## src/rtl/ad5791_ctrl.sv

```systemverilog
// AD5791 20-bit DAC SPI controller.
// Samples pushed by the flow controller are queued in a small TX FIFO. When
// dac_en rises the DAC control register is written once; after that every
// dac_start strobe shifts one DAC-register frame out and pulses LDAC_n.
module ad5791_ctrl #(
  parameter int                   DATA_NBIT  = 20,
  parameter int                   FIFO_DEPTH = 4,
  parameter int                   SCLK_DIV   = 2,
  parameter int                   SYNC_GAP   = 4,
  parameter int                   LDAC_W     = 2,
  parameter logic [DATA_NBIT-1:0] CTRL_INIT  = 20'h00012
) (
  input  logic                 mclk,
  input  logic                 rst,
  input  logic                 dac_start,
  input  logic                 dac_en,
  input  logic                 dac_dv,
  input  logic [DATA_NBIT-1:0] dac_data,
  output logic                 dac_waitrequest,
  output logic                 dac_sclk,
  output logic                 dac_sync_n,
  output logic                 dac_sdin,
  output logic                 dac_ldac_n,
  output logic                 dac_ready,
  output logic                 dac_underrun
);

  localparam int AW  = (FIFO_DEPTH > 1) ? $clog2(FIFO_DEPTH) : 1;
  localparam int CW  = $clog2(FIFO_DEPTH + 1);
  localparam int FW  = DATA_NBIT + 4;
  localparam int BW  = $clog2(FW);
  localparam int DVW = $clog2(SCLK_DIV + 1);
  localparam int GW  = $clog2(SYNC_GAP + 1);

  localparam logic [CW-1:0]  FIFO_FULL = CW'(FIFO_DEPTH);
  localparam logic [BW-1:0]  BIT_TOP   = BW'(FW - 1);
  localparam logic [DVW-1:0] DIV_LAST  = DVW'(SCLK_DIV - 1);
  localparam logic [GW-1:0]  GAP_LAST  = GW'(SYNC_GAP - 1);
  localparam logic [GW-1:0]  LDAC_LAST = GW'(LDAC_W - 1);

  typedef enum logic [2:0] {S_IDLE, S_CTRL_LOAD, S_LOAD, S_SHIFT, S_GAP} state_t;

  state_t state_q, state_d;

  // ---------------- TX FIFO ----------------
  logic [DATA_NBIT-1:0] mem_q [FIFO_DEPTH];
  logic [AW-1:0]        wr_q, wr_d, rd_q, rd_d;
  logic [CW-1:0]        count_q, count_d;
  logic                 waitreq_q, en_q;
  logic                 full_s, empty_s, push_s, pop_s, flush_s;

  assign full_s  = (count_q == FIFO_FULL);
  assign empty_s = (count_q == {CW{1'b0}});
  assign push_s  = dac_dv & ~full_s;
  assign pop_s   = (state_q == S_LOAD) & ~empty_s;
  // dac_en falling discards everything still queued
  assign flush_s = en_q & ~dac_en;

  // FIFO pointer and occupancy next-state; a flush overrides push and pop
  always_comb begin
    wr_d    = wr_q;
    rd_d    = rd_q;
    count_d = count_q;
    if (flush_s) begin
      rd_d    = wr_q;
      count_d = {CW{1'b0}};
    end else begin
      if (push_s) wr_d = wr_q + AW'(1);
      else        wr_d = wr_q;
      if (pop_s)  rd_d = rd_q + AW'(1);
      else        rd_d = rd_q;
      case ({push_s, pop_s})
        2'b10:   count_d = count_q + CW'(1);
        2'b01:   count_d = count_q - CW'(1);
        default: count_d = count_q;
      endcase
    end
  end

  // FIFO control registers; waitrequest tracks the full condition of the count
  always_ff @(posedge mclk or posedge rst) begin
    if (rst) begin
      wr_q      <= {AW{1'b0}};
      rd_q      <= {AW{1'b0}};
      count_q   <= {CW{1'b0}};
      waitreq_q <= 1'b0;
      en_q      <= 1'b0;
    end else begin
      wr_q      <= wr_d;
      rd_q      <= rd_d;
      count_q   <= count_d;
      waitreq_q <= (count_d == FIFO_FULL);
      en_q      <= dac_en;
    end
  end

  // FIFO storage; words written during a flush are discarded
  always_ff @(posedge mclk) begin
    if (push_s && !flush_s) mem_q[wr_q] <= dac_data;
  end

  // ---------------- SPI framing FSM ----------------
  logic [FW-1:0]  shreg_q, shreg_d, frame_s;
  logic [BW-1:0]  bit_q, bit_d;
  logic [DVW-1:0] div_q, div_d;
  logic [GW-1:0]  gap_q, gap_d;
  logic           low_q, low_d, ctrl_q, ctrl_d;
  logic           sclk_q, sclk_d, sync_q, sync_d, sdin_q, sdin_d;
  logic           ldac_q, ldac_d, ready_q, ready_d, under_q, under_d;
  logic           div_last_s, en_ready_s;

  assign div_last_s = (div_q == DIV_LAST);
  assign en_ready_s = ready_q & dac_en;
  assign frame_s    = (state_q == S_CTRL_LOAD) ? {1'b0, 3'b010, CTRL_INIT}
                                               : {1'b0, 3'b001, mem_q[rd_q]};

  // State register
  always_ff @(posedge mclk or posedge rst) begin
    if (rst) state_q <= S_IDLE;
    else     state_q <= state_d;
  end

  // Next-state logic
  always_comb begin
    state_d = state_q;
    case (state_q)
      S_IDLE: begin
        if (dac_en && !ready_q)                     state_d = S_CTRL_LOAD;
        else if (en_ready_s && dac_start && !empty_s) state_d = S_LOAD;
        else                                        state_d = S_IDLE;
      end
      S_CTRL_LOAD, S_LOAD: state_d = S_SHIFT;
      S_SHIFT: begin
        if (low_q && div_last_s && (bit_q == {BW{1'b0}})) state_d = S_GAP;
        else                                              state_d = S_SHIFT;
      end
      S_GAP: begin
        if (gap_q == GAP_LAST) state_d = S_IDLE;
        else                   state_d = S_GAP;
      end
      default: state_d = S_IDLE;
    endcase
  end

  // Output and datapath next values; every output pin is registered
  always_comb begin
    shreg_d = shreg_q;
    bit_d   = bit_q;
    div_d   = div_q;
    gap_d   = gap_q;
    low_d   = low_q;
    ctrl_d  = ctrl_q;
    sclk_d  = sclk_q;
    sync_d  = sync_q;
    sdin_d  = sdin_q;
    ldac_d  = ldac_q;
    ready_d = en_ready_s;
    under_d = 1'b0;
    case (state_q)
      S_IDLE: begin
        if (en_ready_s && dac_start && empty_s) under_d = 1'b1;
        else                                    under_d = 1'b0;
      end
      S_CTRL_LOAD, S_LOAD: begin
        shreg_d = frame_s;
        sdin_d  = frame_s[FW-1];
        ctrl_d  = (state_q == S_CTRL_LOAD);
        bit_d   = BIT_TOP;
        div_d   = {DVW{1'b0}};
        low_d   = 1'b0;
        sclk_d  = 1'b1;
        sync_d  = 1'b0;
      end
      S_SHIFT: begin
        if (!div_last_s) begin
          div_d = div_q + DVW'(1);
        end else begin
          div_d = {DVW{1'b0}};
          if (!low_q) begin
            // falling edge: chip samples the bit held on sdin
            sclk_d = 1'b0;
            low_d  = 1'b1;
          end else begin
            sclk_d = 1'b1;
            low_d  = 1'b0;
            if (bit_q == {BW{1'b0}}) begin
              sync_d = 1'b1;
              gap_d  = {GW{1'b0}};
              ldac_d = ctrl_q;
            end else begin
              bit_d   = bit_q - BW'(1);
              shreg_d = {shreg_q[FW-2:0], 1'b0};
              sdin_d  = shreg_q[FW-2];
            end
          end
        end
      end
      S_GAP: begin
        gap_d = gap_q + GW'(1);
        if (gap_q == LDAC_LAST) ldac_d = 1'b1;
        else                    ldac_d = ldac_q;
        if ((gap_q == GAP_LAST) && ctrl_q && dac_en) ready_d = 1'b1;
        else                                         ready_d = en_ready_s;
      end
      default: begin
        sclk_d = 1'b1;
        sync_d = 1'b1;
        ldac_d = 1'b1;
      end
    endcase
  end

  // Datapath and output registers; reset returns the SPI pins to idle at once
  always_ff @(posedge mclk or posedge rst) begin
    if (rst) begin
      shreg_q <= {FW{1'b0}};
      bit_q   <= {BW{1'b0}};
      div_q   <= {DVW{1'b0}};
      gap_q   <= {GW{1'b0}};
      low_q   <= 1'b0;
      ctrl_q  <= 1'b0;
      sclk_q  <= 1'b1;
      sync_q  <= 1'b1;
      sdin_q  <= 1'b0;
      ldac_q  <= 1'b1;
      ready_q <= 1'b0;
      under_q <= 1'b0;
    end else begin
      shreg_q <= shreg_d;
      bit_q   <= bit_d;
      div_q   <= div_d;
      gap_q   <= gap_d;
      low_q   <= low_d;
      ctrl_q  <= ctrl_d;
      sclk_q  <= sclk_d;
      sync_q  <= sync_d;
      sdin_q  <= sdin_d;
      ldac_q  <= ldac_d;
      ready_q <= ready_d;
      under_q <= under_d;
    end
  end

  assign dac_waitrequest = waitreq_q;
  assign dac_sclk        = sclk_q;
  assign dac_sync_n      = sync_q;
  assign dac_sdin        = sdin_q;
  assign dac_ldac_n      = ldac_q;
  assign dac_ready       = ready_q;
  assign dac_underrun    = under_q;

endmodule

```

## config.mk

```make
export PLATFORM = sky130hd
export DESIGN_NAME = ad5791_ctrl
export DESIGN_NICKNAME = d
export VERILOG_FILES = /design/src/rtl/ad5791_ctrl.sv
export SDC_FILE = /design/constraint.sdc
export NUM_CORES = 1
export LEC_CHECK = 0
export ABC_AREA = 1
export ABC_CLOCK_PERIOD_IN_PS = 4000
export CORE_ASPECT_RATIO = 0.5
export CORE_UTILIZATION = 30
export DETAILED_ROUTE_END_ITERATION = 8
export PLACE_DENSITY = 0.53
export SLEW_MARGIN = 5
export SYNTH_ARGS = -nofsm -noshare
export SYNTH_HDL_FRONTEND = slang
export SYNTH_SLANG_ARGS = --single-unit
```

## constraint.sdc

```tcl
create_clock -name mclk -period 4 [get_ports mclk]
set_input_delay 0.6 -clock mclk [delete_from_list [all_inputs] [get_ports mclk]]
set_output_delay 0.6 -clock mclk [all_outputs]
set_load 0.05 [all_outputs]
```

==> results.cfg <==
[floorplan]
start_util_pct = 31.0
chipWidth_um = 203
die-area_um2 = 20900
placeable_area_um2 = 19600
io_pins = 32
placement_rows = 36
chipHeight_um = 103

[placed_design]
detailedPlace.worstSlack_ns = 1.43
post-dp-hpwl_mm = 7.71
place.port_buffers = 31
gp_congestion = 0.795
dpl-instance-area_um2 = 6640

[detailed_routing]
first_pass_iters = 5
drt-initial-drc-count = 223
viasPerCell = 4.18
drt_wl_total_mm = 12.3
via_count = 4098
antenna_violating_nets_post_route = 0
route.detailed.wl_per_inst_um = 12.6
remaining_drc_errors = 0

[power_and_ir_drop]
power.switching_w = 0.00220
p_clk_share_pct = 27.1
static-leakage-power_nw = 3.40
p_sw_share_pct = 40.6
fin_total_pwr_w = 0.00542
power_report.internal_total_w = 0.00321
power-per-cell-area_nw_per_um2 = 752
power.share.sequential_pct = 35.7
part_of_the_power_in_combinational_logic_pct = 37.2
worst_ir_drop_vdd_v = 0.000405

[logic_synthesis]
yosys_register_bits = 133
synth-edff-count = 80
cell_taking_the_most_area_after_synthesis = edfxtp_1
synthTopCellsByCount = 258 x nand2_1, 110 x inv_1, 80 x edfxtp_1
syn_area_per_cell_um2 = 9.13
synth-main-ff-cell = edfxtp_1
netlist-cell-type-count = 26
seq_area_frac_synth_pct = 61.4
syn-instance-count = 666
yosys.area.top_type_share_pct = 39.5
synth_nets = 702
synth.most_common_cell = nand2_1
async_flop_share_pct = 39.8
mappedNetlistArea_um2 = 6080
netlist_top_cells_area = edfxtp_1 40%, dfrtp_1 21%, nand2_1 16%
ys_warn_count = 0

[grt]
global_route_wire_length_before_repair_mm = 20.5
first_global_vias = 3967
grt-ovfl-total = 0
grt_antenna_before_repair = 0
globalRouteTotalUtil_pct = 12.9
grt_max_degree = 44

[worst_setup_path]
crit_buf_inv = 1
rrSetupSlack_ns = 1.69
worst_path_largest_cell_delay_ns = 0.80
worstPathCellList = clkdlybuf4s50_1
timing_worst_setup_path_type = flip-flop to output port
cp_top_family = buffers and inverters
worst-path-max-fanout = 2
worstSetupEndpointType = output port
crit_required_ns = 3.40
crit_slowest_cell = clkdlybuf4s50_1
worst-endpoint-arrival_ns = 1.75
critical_path.startpoint_type = flip-flop

[sta]
clock.fmax_mhz = 425
rsz_0062_raised_after_global_routing = no
fin_crit_ns = 2.35
tightest_slew_ns = 1.08
clock-skew-final_ns = 0.0118
setup_total_negative_slack_ns = 0
min_period_over_period_pct = 58.8
maxSlewViolCount = 0
final.setup.worst_slack_ns = 1.65
setup_viol_count_final = 0
timing.max_slew.rel_slack_pct = 27.9
timing_hold_violations_final = 0

[clock_tree]
tritoncts.num_buffers = 17
clock_sink_count = 133
worst_skew_pair.late_latency_ns = 0.42
clk_root_buffer_cell = clkbuf_16
post-cts-setup-buffers = 0
post_cts_resized = 0
postCtsHoldBufs = 0
clock_tree.buffer_depth = 2
ctsHtreeMaxLevel = 4
clock_tree_from_tritoncts = done
clk_pin_slew_worst_paths_ns = 0.07

[finish]
finalCoreUtilization_pct = 36.7
finalNetCount = 737
layout_cells_sized_above_1_pct = 7.98
antenna_cells = 0
layout.filler_cells = 2013
layout.cell_area.non_filler_um2 = 7200
area_growth_syn_to_layout_pct = 18.4

[run]
max_cap_viol_count = 0

[outcome]
outcome = finished, final reports clean

[hold_path]
timing.hold.worst.class = flip-flop to flip-flop
-- cell usage in the layout (no fill, tap or decap), types with 4 or more instances in the layout --
| cell | synthesis | layout |
|---|---|---|
| clkdlybuf4s50_1 | 0 | 31 |
| inv_6 | 0 | 5 |
| nand4_1 | 4 | 4 |
| a21oi_1 | 7 | 7 |
| nand3_1 | 57 | 57 |
| o21ai_0 | 24 | 24 |
| clkbuf_16 | 0 | 17 |
| dfrtp_1 | 50 | 50 |
| buf_4 | 2 | 8 |
| ha_1 | 10 | 10 |
| edfxtp_1 | 80 | 80 |
| nor2_1 | 20 | 20 |
| inv_8 | 0 | 4 |
| nand2_1 | 258 | 258 |
| inv_1 | 110 | 109 |
-- cell type report --
class / count / area, um^2 / share of cell area [%]
flip-flops and latches: 133 / 3730 / 51.9
multi-input cells: 398 / 1780 / 24.8
clock buffers: 17 / 425 / 5.91
inverters: 112 / 420 / 5.84
repair buffers: 39 / 370 / 5.15
well taps: 266 / 333 / 4.62
clock inverters: 15 / 133 / 1.84
-- worst min-delay path, stage by stage, from the launching register on --
cell	delay, ns
dfstp_2	0.37
nand2_1	0.05
nand2_1	0.04
-- cell families after synthesis --
logic type / count (synthesis) / share of synthesized area (%)
AND/OR/NAND/NOR: 353 / 24.0
XOR/XNOR: 2 / 0.288
AO/OA/AOI/OAI: 32 / 2.65
flip-flops: 133 / 61.4
adder cells (fa/ha/maj): 11 / 2.39
buffers and inverters: 135 / 9.26
-- through the flow --
step | std cells | hold slack (ns)
global placement | 948 | 0.455
global route | 980 | 0.485
detailed placement | 948 | 0.457
CTS | 980 | 0.469
finish | 980 | 0.470
floorplan | 666 | 0.433
-- state kept, by name, indices dropped and copies added, names as in the netlist, 2 cells and up --
signal	cells
bit_q	5
count_q	3
div_q	2
gap_q	3
mem_q	80
rd_q	2
shreg_q	23
state_q	3
wr_q	2
-- per-layer routing --
layer	track usage [%]	wire length, um
met1	17.7	6390
met2	19.6	5280
met3	3.86	496
met4	3.82	146
met5	0	0
-- path summary, 6_finish.rpt --
path                                        start  cells past startpoint                endpoint
setup / recovery           dac_ldac_n$_DFFE_PP1P_                      1              dac_ldac_n
hold / removal             dac_ldac_n$_DFFE_PP1P_                      2  dac_ldac_n$_DFFE_PP1P_
setup reg to reg             state_q[2]$_DFF_PP0_                     11    count_q[2]$_DFF_PP0_
hold reg to reg            dac_ldac_n$_DFFE_PP1P_                      2  dac_ldac_n$_DFFE_PP1P_
max in group asynchronous                     rst                      3  shreg_q[8]$_DFFE_PP0P_
min in group asynchronous                     rst                      2    count_q[2]$_DFF_PP0_
-- power groups by stage --
stage / Sequential (W) / Clock, W / Combinational, W
finish: 0.00193 / 0.00147 / 0.00201
floorplan: 0.00202 / 0 / 0.00155
global route: 0.00196 / 0.00157 / 0.00232
global placement: 0.00196 / 0 / 0.00202
CTS: 0.00193 / 0.00151 / 0.00206
detailed placement: 0.00196 / 0 / 0.00204
Power figures use the tool's default switching activity.
